[src/rtl/timer_arbiter.sv]
// timer_arbiter: round-robin owner selection for a single shared up-counter.
// The granted requester's terminal count is latched at grant time. The counter
// clears and runs up to that count, and a one-cycle done pulse is returned to
// the owner before the arbiter goes back to idle.
module timer_arbiter #(
    parameter int N = 4,
    parameter int R = 4
) (
    input  logic             clk,
    input  logic             reset,
    input  logic [R-1:0]     req,
    input  logic [R*N-1:0]   tc,
    output logic [R-1:0]     grant,
    output logic [R-1:0]     done,
    output logic             busy,
    output logic [N-1:0]     q
);

    localparam int RW = (R > 1) ? $clog2(R) : 1;

    localparam logic [1:0] ST_IDLE  = 2'd0;
    localparam logic [1:0] ST_COUNT = 2'd1;
    localparam logic [1:0] ST_DONE  = 2'd2;

    logic [1:0]    state_q,  state_d;
    logic [R-1:0]  grant_q,  grant_d;
    logic [R-1:0]  done_q,   done_d;
    logic          busy_q,   busy_d;
    logic [N-1:0]  cnt_q,    cnt_d;
    logic [N-1:0]  tc_q,     tc_d;
    logic [RW-1:0] owner_q,  owner_d;
    logic [RW-1:0] rr_ptr_q, rr_ptr_d;

    // Unpacked view of the per-requester terminal counts.
    logic [N-1:0] tc_arr [R];

    generate
        for (genvar gi = 0; gi < R; gi++) begin : g_tc_unpack
            assign tc_arr[gi] = tc[gi*N +: N];
        end
    endgenerate

    logic          pick_valid;
    logic [RW-1:0] pick_idx;
    logic [R-1:0]  pick_onehot;
    logic [RW:0]   scan_sum;
    logic [RW-1:0] next_ptr;

    // The first active request at or above rr_ptr wins, wrapping from R-1 to 0.
    always_comb begin
        pick_valid  = 1'b0;
        pick_idx    = '0;
        pick_onehot = '0;
        scan_sum    = '0;
        for (int i = 0; i < R; i++) begin
            scan_sum = {1'b0, rr_ptr_q} + (RW+1)'(i);
            if (scan_sum >= (RW+1)'(R)) begin
                scan_sum = scan_sum - (RW+1)'(R);
            end
            if (!pick_valid && req[scan_sum[RW-1:0]]) begin
                pick_valid = 1'b1;
                pick_idx   = scan_sum[RW-1:0];
            end
        end
        pick_onehot[pick_idx] = 1'b1;
    end

    // The owner that was just served drops to the lowest priority.
    assign next_ptr = (owner_q == RW'(R-1)) ? '0 : owner_q + RW'(1);

    // Next-state logic: grant, count to the latched terminal count, pulse done.
    always_comb begin
        state_d  = state_q;
        grant_d  = grant_q;
        done_d   = '0;
        busy_d   = busy_q;
        cnt_d    = cnt_q;
        tc_d     = tc_q;
        owner_d  = owner_q;
        rr_ptr_d = rr_ptr_q;
        case (state_q)
            ST_IDLE: begin
                grant_d = '0;
                busy_d  = 1'b0;
                cnt_d   = '0;
                if (pick_valid) begin
                    state_d = ST_COUNT;
                    owner_d = pick_idx;
                    tc_d    = tc_arr[pick_idx];
                    grant_d = pick_onehot;
                    busy_d  = 1'b1;
                end
            end
            ST_COUNT: begin
                if (!req[owner_q]) begin
                    // The owner abandoned its request, so no done pulse is sent.
                    state_d  = ST_IDLE;
                    grant_d  = '0;
                    busy_d   = 1'b0;
                    cnt_d    = '0;
                    rr_ptr_d = next_ptr;
                end else if (cnt_q == tc_q) begin
                    // The counter holds at the terminal count and never wraps.
                    state_d = ST_DONE;
                    done_d  = grant_q;
                end else begin
                    cnt_d = cnt_q + N'(1);
                end
            end
            ST_DONE: begin
                state_d  = ST_IDLE;
                grant_d  = '0;
                busy_d   = 1'b0;
                cnt_d    = '0;
                rr_ptr_d = next_ptr;
            end
            default: begin
                state_d = ST_IDLE;
                grant_d = '0;
                busy_d  = 1'b0;
                cnt_d   = '0;
            end
        endcase
    end

    // State registers. Reset overrides everything, including a count in progress.
    always_ff @(posedge clk) begin
        if (reset) begin
            state_q  <= ST_IDLE;
            grant_q  <= '0;
            done_q   <= '0;
            busy_q   <= 1'b0;
            cnt_q    <= '0;
            tc_q     <= '0;
            owner_q  <= '0;
            rr_ptr_q <= '0;
        end else begin
            state_q  <= state_d;
            grant_q  <= grant_d;
            done_q   <= done_d;
            busy_q   <= busy_d;
            cnt_q    <= cnt_d;
            tc_q     <= tc_d;
            owner_q  <= owner_d;
            rr_ptr_q <= rr_ptr_d;
        end
    end

    assign grant = grant_q;
    assign done  = done_q;
    assign busy  = busy_q;
    assign q     = cnt_q;

endmodule

[config.mk]
export PLATFORM = sky130hd
export DESIGN_NAME = timer_arbiter
export DESIGN_NICKNAME = d
export VERILOG_FILES = /design/src/rtl/timer_arbiter.sv
export SDC_FILE = /design/constraint.sdc
export NUM_CORES = 1
export LEC_CHECK = 0
export CORE_ASPECT_RATIO = 1.5
export CORE_MARGIN = 5
export CORE_UTILIZATION = 45
export DETAILED_ROUTE_END_ITERATION = 8
export PLACE_DENSITY_LB_ADDON = 0.1
export SYNTH_ARGS = -nofsm -noshare
export SYNTH_HDL_FRONTEND = slang
export SYNTH_SLANG_ARGS = --single-unit
[constraint.sdc]
create_clock -name clk -period 2.5 [get_ports clk]
set_input_delay 0.625 -clock clk [delete_from_list [all_inputs] [get_ports clk]]
set_output_delay 0.625 -clock clk [all_outputs]
set_load 0.01 [all_outputs]
=== Word level (Yosys, flattened, before mapping) ===
Cells that the tools add are included.

* Input port bits: 22
* Flip-flop bits (word level): 23
* Output and inout port bits: 13
* Logic and storage cells: 94

* Add/sub/neg operators: 9
* Magnitude comparators: 12
* Multiplexer cells: 40
* Bitwise gates (word level): 4
* Equal/unequal tests: 7
* Reduce and logical (&&, ||, !) cells: 14

{| class="wikitable"
|+ Operators by type and width
! cell !! count
|-
| $mux 2 || 13
|-
| $lt 2x3->1 const B || 6
|-
| $mux 4 || 4
|-
| $ge 3x3->1 const B || 4
|-
| $mux 1 || 12
|-
| $bmux 1 s2 || 5
|-
| $bmux 4 s2 || 1
|-
| $pmux 2 s2 || 2
|-
| $pmux 4 s2 || 1
|-
| $sub 2x1->2 const B || 4
|-
| $add 2x2->3 const B || 2
|-
| $reduce_and 2->1 || 3
|-
| $add 4x1->4 const B || 1
|-
| $eq 2x2->1 const B || 2
|-
| $eq 4x4->1 || 1
|-
| $logic_and 1x1->1 || 4
|-
| $ne 2x2->1 const B || 2
|-
| $reduce_or 4->1 || 1
|-
| $add 2x1->3 const B || 1
|-
| $ge 2x3->1 const B || 1
|-
| $logic_not 1->1 || 3
|-
| $ne 3x3->1 const B || 1
|-
| $not 1->1 || 3
|-
| $not 2->3 || 1
|-
| other kinds (8) || 8
|}

=== Logic depth before layout (Yosys ltp) ===
Gate-level depths: netlist of run 1.

* Depth in word-level cells: 20
* Depth in mapped cells: 7
* Depth with buffers taken out: 6

=== Worst setup path before layout of run 1 ===
Ideal clock, no wire load.

* Path type: in2reg
* Start point: input req[3]
* End point: register grant_q[0] (netlist: grant[0])
* Setup time: 0.071 ns
* Data arrival time: 2.005 ns
* Slack: 0.424 ns
* Stages on the path: 5
* Path buffers: 1
* Cell sequence: mux4_2 -> and2_4 -> buf_6 -> or4_1 -> a21oi_1

* Word-level cells in the longest chain between the ends: 18
* Elaborated cells on any way between the ends: 32

{| class="wikitable"
|+ RTL lines
! element !! line !! source
|-
| start: declaration || 11 || <nowiki>input logic [R-1:0] req,</nowiki>
|-
| $bmux 1 s2 || 60 || <nowiki>if (!pick_valid && req[scan_sum[RW-1:0]]) begin</nowiki>
|-
| $mux 1 (not written as such) || 60 ||
|-
| $mux 1 || 60 ||
|-
| $logic_not 1->1 || 60 ||
|-
| $logic_and 1x1->1 || 60 ||
|-
| $mux 1 || 60 ||
|-
| $logic_not 1->1 || 60 ||
|-
| $logic_and 1x1->1 || 60 ||
|-
| [... 2 more ...] || -- ||
|-
| $logic_and 1x1->1 || 60 ||
|-
| $mux 2 || 60 ||
|-
| $lt 2x3->1 (not written as such) / $ge 2x1->1 (equally long branches) || 65 || <nowiki>pick_onehot[pick_idx] = 1'b1;</nowiki>
|-
| $logic_and 1x1->1 (not written as such) || 65 ||
|-
| $mux 1 (not written as such) || 65 ||
|-
| $demux 1 s2 || 65 ||
|-
| $mux 4 || 86 || <nowiki>if (pick_valid) begin</nowiki>
|-
| $pmux 4 s2 || 81 || <nowiki>case (state_q)</nowiki>
|-
| end signal: assignment || 139 || <nowiki>grant_q <= grant_d;</nowiki>
|-
| end: declaration || 26 || <nowiki>logic [R-1:0] grant_q, grant_d;</nowiki>
|}

Parallel ways exist; a longest one is shown, timed or not. The select of a mux whose other input is x is not followed.
A chain may end at the register's enable or synchronous reset.

=== Worst setup path after layout of run 1 ===
* Start point: input req[1]
* End point: register grant_q[2] (netlist: grant[2])

Same word-level chain as after synthesis.

==> results of run 1 <==
report_power, final:
part           leakage [nW]  internal (mW)  switching [mW]  total [mW]
sequential            0.188          0.417          0.0390       0.456
combinational         0.419          0.209           0.193       0.401
clock                0.0150         0.0622           0.105       0.167
total                 0.622          0.688           0.337        1.02
final timing paths:
path / startpoint / to / slack (ns) / depth (start not counted)
hold reg to reg: busy$_SDFFE_PP0P_ / busy$_SDFFE_PP0P_ / 0.46 / 2
setup / recovery: req[1] / grant[2]$_SDFFE_PP0P_ / 0.29 / 5
setup reg to reg: owner_q[0]$_SDFFE_PP0P_ / grant[2]$_SDFFE_PP0P_ / 0.64 / 4
hold / removal: busy$_SDFFE_PP0P_ / busy$_SDFFE_PP0P_ / 0.46 / 2
cell type report:
class                           instances  area (um2)
Tap cell                               24        30.0
Fill cell                             206         856
Timing Repair Buffer                   45         423
Inverter                                5        18.8
Sequential cell                        23         460
Multi-Input combinational cell         95         636
Clock buffer                            4        26.3
per-stage QoR:
stage          instances  power, mW  setup TNS (ns)  instance area (um2)  utilization [%]
6_report             196       1.02               0                 1590             65.1
5_1_grt              196       1.09               0                 1590             65.1
4_1_cts              196       1.04               0                 1590             65.1
3_5_place_dp         192      0.868         -0.0604                 1570             64.0
3_3_place_gp         192      0.855               0                 1570             64.0
2_1_floorplan        126      0.715               0                 1140                -
registers in the layout (all words and copies together) (netlist names):
signal,count
rr_ptr_q,2
grant,4
state_q,2
done,4
owner_q,2
busy,1
tc_q,4
q,4
cell families (layout without fill, tap and decap cells):
kind of cell | Yosys count | after routing | share of synthesized area, %
buffers and inverters | 8 | 54 | 3.95
DFF | 23 | 23 | 40.4
adders and majority gates | 4 | 4 | 4.39
xor gates and xnor gates | 7 | 7 | 5.37
and+or+nand+nor | 49 | 49 | 21.5
AOI/OAI and AO/OA | 22 | 22 | 12.0
muxes | 13 | 13 | 12.5
per-layer routing:
metal  GRT usage, %  vias to the layer above  routed length [um]
li1               -                      537                   -
met1           14.9                      502                 968
met2           27.8                       30                1390
met3           2.08                        4                 128
met4           5.09                        0                  30
met5              0                        -                   0
tightest hold or removal path, stage by stage (launching register included):
cell and delay [ns]:
dfxtp_1 0.33, nand2_1 0.05, a21oi_1 0.05
cell usage in the layout, fill, tap and decap left out, drive strengths merged:
master / count
clkdlybuf4s50: 34
dfxtp: 23
nand2: 17
a21oi: 14
mux2i: 12
nor2: 11
buf: 11
and2: 6
inv: 5
xnor2: 5
nand3: 4
o221ai: 4
ha: 4
clkbuf: 4
nand4: 3
or4: 2
nand2b: 2
or4b: 2
xor2: 2
mux4: 1
o21ai: 1
o2bb2a: 1
a311oi: 1
nor4: 1
nor3: 1
o21a: 1
==> flow_summary.json, run 1 <==
{
  "ios": 35,
  "async_reset_ff_share_pct": 0,
  "cts_buffers": 3,
  "post_drt_via_cell_ratio": 5.47,
  "placement.setup.worst_slack_ns": -0.0240,
  "synth-edff-count": 0,
  "via_count": 1073,
  "tightest_slew_ns": 0.506,
  "chipWidth_um": 51.1,
  "drt_iter0_drc": 14,
  "fp.dieH_um": 71.7,
  "start_util_pct": 46.6,
  "grt.total_usage_pct": 14.3,
  "routabilityCongestion": 0.932,
  "core_region_area_um2": 2450,
  "post_synth_num_cell_types": 28,
  "timing.critical_path.slowest_cell_delay_ns": 0.51,
  "postCtsSetupRepairBufs": 0,
  "first_global_vias": 1024,
  "critical_path_class": "in -> reg",
  "rsz0062_at_grt": "false",
  "tritoncts": "done",
  "grt_overflow": 0,
  "ctsRootBufferMaster": "clkbuf_4",
  "critPathBufInv": 1,
  "crit_path_end_kind": "flip-flop",
  "setup_viol": 0,
  "postSynth.topFlopCell": "dfxtp_1",
  "static_power_due_to_leakage_nw": 0.622,
  "crit_chain": "clkdlybuf4s50_1, mux4_2, and2_4, or4b_1, a21oi_1",
  "grt_pass1_wl_um": 4160,
  "fmax_mhz": 452,
  "timing.hold.worst.class": "reg -> reg",
  "fraction_of_layout_cells_with_a_size_suffix_above_1_pct": 9.88,
  "worst_ir_drop_vdd_mv": 0.457,
  "ys_seq_elements": 23,
  "ant_nets": 0,
  "synth_top_cell_area_share_pct": 40.4,
  "syn-instance-count": 126,
  "cts-htree-levels": 1,
  "hpwl_um": 2080,
  "cp.required_ns": 2.75,
  "timing.final.max_slew_violations": 0,
  "design.final.nets": 199,
  "pwr_density_nw_per_um2": 643,
  "yosysTopAreaCell": "dfxtp_1",
  "final.min_clock_period_ns": 2.21,
  "synth.cell_area_um2": 1140,
  "max_cap_violations": 0,
  "final.period_utilization_pct": 88.4,
  "post-synth-top-count-cell": "dfxtp_1",
  "ctsResizeCount": 0,
  "placement_rows": 22,
  "route.detailed.drc": 0,
  "routed_wl_um": 2510,
  "drt-pass1-iter-count": 4,
  "worst-endpoint-arrival_ns": 2.46,
  "synth_warnings": 0,
  "hold_violations": 0,
  "clock-skew-final_ns": 0.00335,
  "cts_sinks": 23,
  "postSynthAreaPerCell_um2": 9.06,
  "status": "finished clean",
  "post_synth_most_frequent_cells": "dfxtp_1 (23), nand2_1 (16), a21oi_1 (14)",
  "synth-seq-area-share_pct": 40.4,
  "worst_path_dominant_cell_family": "simple AND/OR/NAND/NOR gates",
  "n_antenna_cell": 0,
  "ctsHoldBuffers": 0,
  "critical_path_slowest_stage_cell": "or4b_1",
  "startpoint_type": "input port",
  "largest_net_degree_at_the_start_of_global_routing": 13,
  "clk_latency_worst_skew_pair_ns": 0.30,
  "fin_ws_ns": 0.290,
  "synth.net_count": 152,
  "area_growth_pct": 39.7,
  "critPathMaxFanout": 6,
  "place.port_buffers": 34,
  "maxSlewHeadroom_pct": 66.0,
  "largest_cells_by_area_after_synthesis": "dfxtp_1 (40%), mux2i_1 (11%), a21oi_1 (6.1%)",
  "antenna_found_initial": 0,
  "worst_setup_hold_path_clk_slew_ns": 0.12,
  "wire_per_inst_um": 12.8,
  "die_area_um2": 3660,
  "timing.hold.ws_ns": 0.462,
  "clockBufferDepth": 2
}
(Power assumes the default switching activity.)
==> inputs of run 2 (changes only) <==
Settings changed: PLACE_DENSITY set to 0.77, PLACE_DENSITY_LB_ADDON 0.1 to unset.
==> run 2 against run 1 <==
Against the previous run: clock skew up 0.0034 ns; non-clock buffer count unchanged; fmax is 2.6% higher; cell area barely moved; critical endpoint is now grant[1]$_SDFFE_PP0P_.
==> flow_summary.json, run 2 (synthesized netlist as in run 1, its figures left out) <==
{
  "status": "finished clean",
  "finalPower_mw": 1.03,
  "clockBufferDepth": 2,
  "crit_chain": "clkdlybuf4s50_1, buf_4, a21oi_1, o21ai_0, o2bb2a_1, or4b_1, a21oi_1",
  "route.detailed.drc": 0,
  "worst_ir_drop_vdd_mv": 0.480,
  "wire_per_inst_um": 12.8,
  "reg2reg_to": "grant[2]$_SDFFE_PP0P_",
  "placement.setup.worst_slack_ns": 0.0469,
  "fillers": 232,
  "instances_no_fill": 196,
  "timing.hold.worst.class": "reg -> reg",
  "cp.required_ns": 2.75,
  "clk_latency_worst_skew_pair_ns": 0.31,
  "grt.total_usage_pct": 14.5,
  "routabilityCongestion": 0.778,
  "setup.reg_to_reg.worst_slack_ns": 0.63,
  "rsz0062_at_grt": "false",
  "design.final.nets": 199,
  "max_cap_violations": 0,
  "core_region_area_um2": 2450,
  "fin_ws_ns": 0.346,
  "globalRoute.busiestLayer": "met2",
  "cts_sinks": 23,
  "tritoncts": "done",
  "drt-pass1-iter-count": 4,
  "globalRouteMet2Util_pct": 26.3,
  "routed_wl_um": 2510,
  "area.sequential_um2": 460,
  "most-common-layout-cells": "clkdlybuf4s50_1 (34), dfxtp_1 (23), nand2_1 (16), a21oi_1 (14), mux2i_1 (12)",
  "grt_pass1_wl_um": 4150,
  "ff2ff_path_depth": 4,
  "critPathMaxFanout": 6,
  "static_power_due_to_leakage_nw": 0.624,
  "tightest_slew_ns": 0.471,
  "startpoint_type": "input port",
  "grt_overflow": 0,
  "worst_setup_hold_path_clk_slew_ns": 0.12,
  "leading_cell_type_in_the_layout_fill_and_taps_excluded": "clkdlybuf4s50_1",
  "timing.final.max_slew_violations": 0,
  "drt_iter0_drc": 23,
  "fraction_of_layout_cells_with_a_size_suffix_above_1_pct": 10.5,
  "pwr_density_nw_per_um2": 643,
  "setup_viol": 0,
  "cts_buffers": 3,
  "ctsRootBufferMaster": "clkbuf_4",
  "ios": 35,
  "use_met3_pct": 2.91,
  "ctsResizeCount": 0,
  "postCtsSetupRepairBufs": 0,
  "finalSetupTns_ns": 0,
  "hpwl_um": 2060,
  "n_antenna_cell": 0,
  "multi_input_area_um2": 636,
  "place.port_buffers": 34,
  "critical_path.endpoint": "grant[1]$_SDFFE_PP0P_",
  "die_area_um2": 3660,
  "fp.dieH_um": 71.7,
  "chipWidth_um": 51.1,
  "placed_cells": 192,
  "crit_path_end_kind": "flip-flop",
  "setup_crit_start": "req[0]",
  "met1_usage_pct": 15.2,
  "worst-endpoint-arrival_ns": 2.40,
  "ctsHoldBuffers": 0,
  "ant_nets": 0,
  "final.period_utilization_pct": 86.2,
  "crit-reg2reg-launch": "owner_q[0]$_SDFFE_PP0P_",
  "fmax_mhz": 464,
  "post_drt_via_cell_ratio": 5.42,
  "critical_path_class": "in -> reg",
  "largest_net_degree_at_the_start_of_global_routing": 14,
  "cts-htree-levels": 1,
  "hold_violations": 0,
  "maxSlewHeadroom_pct": 68.3,
  "area_growth_pct": 39.8,
  "start_util_pct": 46.6,
  "timing.critical_path.slowest_cell_delay_ns": 0.48,
  "antenna_found_initial": 0,
  "via_count": 1062,
  "first_global_vias": 1030,
  "cpMostUsedCell": "a21oi_1",
  "final.min_clock_period_ns": 2.15,
  "critical_path_slowest_stage_cell": "or4b_1",
  "placement_rows": 22,
  "clock-skew-final_ns": 0.00678
}
[run 2: changes by cell type in the layout (fill, tap and decap cells not counted), sizes merged]
cell | before | now
clkbuf | 4 | 3
clkinv | 0 | 1
[run 2: layout make-up]
type / instances / share of cell area (%)
clock inverter: 1 / 0.314
sequential: 23 / 28.9
tap: 24 / 1.88
inverter: 5 / 1.18
timing repair buffer: 45 / 26.5
multi-input combinational: 95 / 39.8
clock buffer: 3 / 1.41
[run 2: per-layer routing]
metal | wire, um | vias up | part of all wire, %
li1 | - | 541 | -
met1 | 974 | 481 | 39
met2 | 1320 | 33 | 53
met3 | 143 | 7 | 5.7
met4 | 69 | 0 | 2.7
met5 | 0 | - | 0
[run 2: worst min-delay path by stage]
stage,endpoint,from,depth (start not counted)
5_1_grt,grant[2]$_SDFFE_PP0P_,grant[2]$_SDFFE_PP0P_,2
3_5_place_dp,state_q[1]$_SDFFE_PP0P_,state_q[1]$_SDFFE_PP0P_,1
2_1_floorplan,state_q[1]$_SDFFE_PP0P_,state_q[1]$_SDFFE_PP0P_,1
4_1_cts,grant[2]$_SDFFE_PP0P_,grant[2]$_SDFFE_PP0P_,2
6_report,grant[3]$_SDFFE_PP0P_,grant[3]$_SDFFE_PP0P_,2
3_3_place_gp,busy$_SDFFE_PP0P_,busy$_SDFFE_PP0P_,2
[run 2: per-stage QoR]
step	utilization [%]	area, um2	hold slack (ns)
2_1_floorplan	-	1140	0.440
5_1_grt	65.1	1600	0.514
4_1_cts	65.1	1600	0.483
3_5_place_dp	64.0	1570	0.462
3_3_place_gp	64.0	1570	0.443
6_report	65.1	1600	0.478
[run 2: power by group]
part	internal [mW]	total [mW]	switching, mW
Clock	0.0598	0.171	0.111
Combinational	0.206	0.398	0.192
Sequential	0.417	0.457	0.0404
Total	0.682	1.03	0.344
[run 2: critical path: cells and delay by family]
family,cells,cell delay [ns]
AOI/OAI and AO/OA,4,0.70
buffers and inverters,2,0.61
and+or+nand+nor,1,0.48
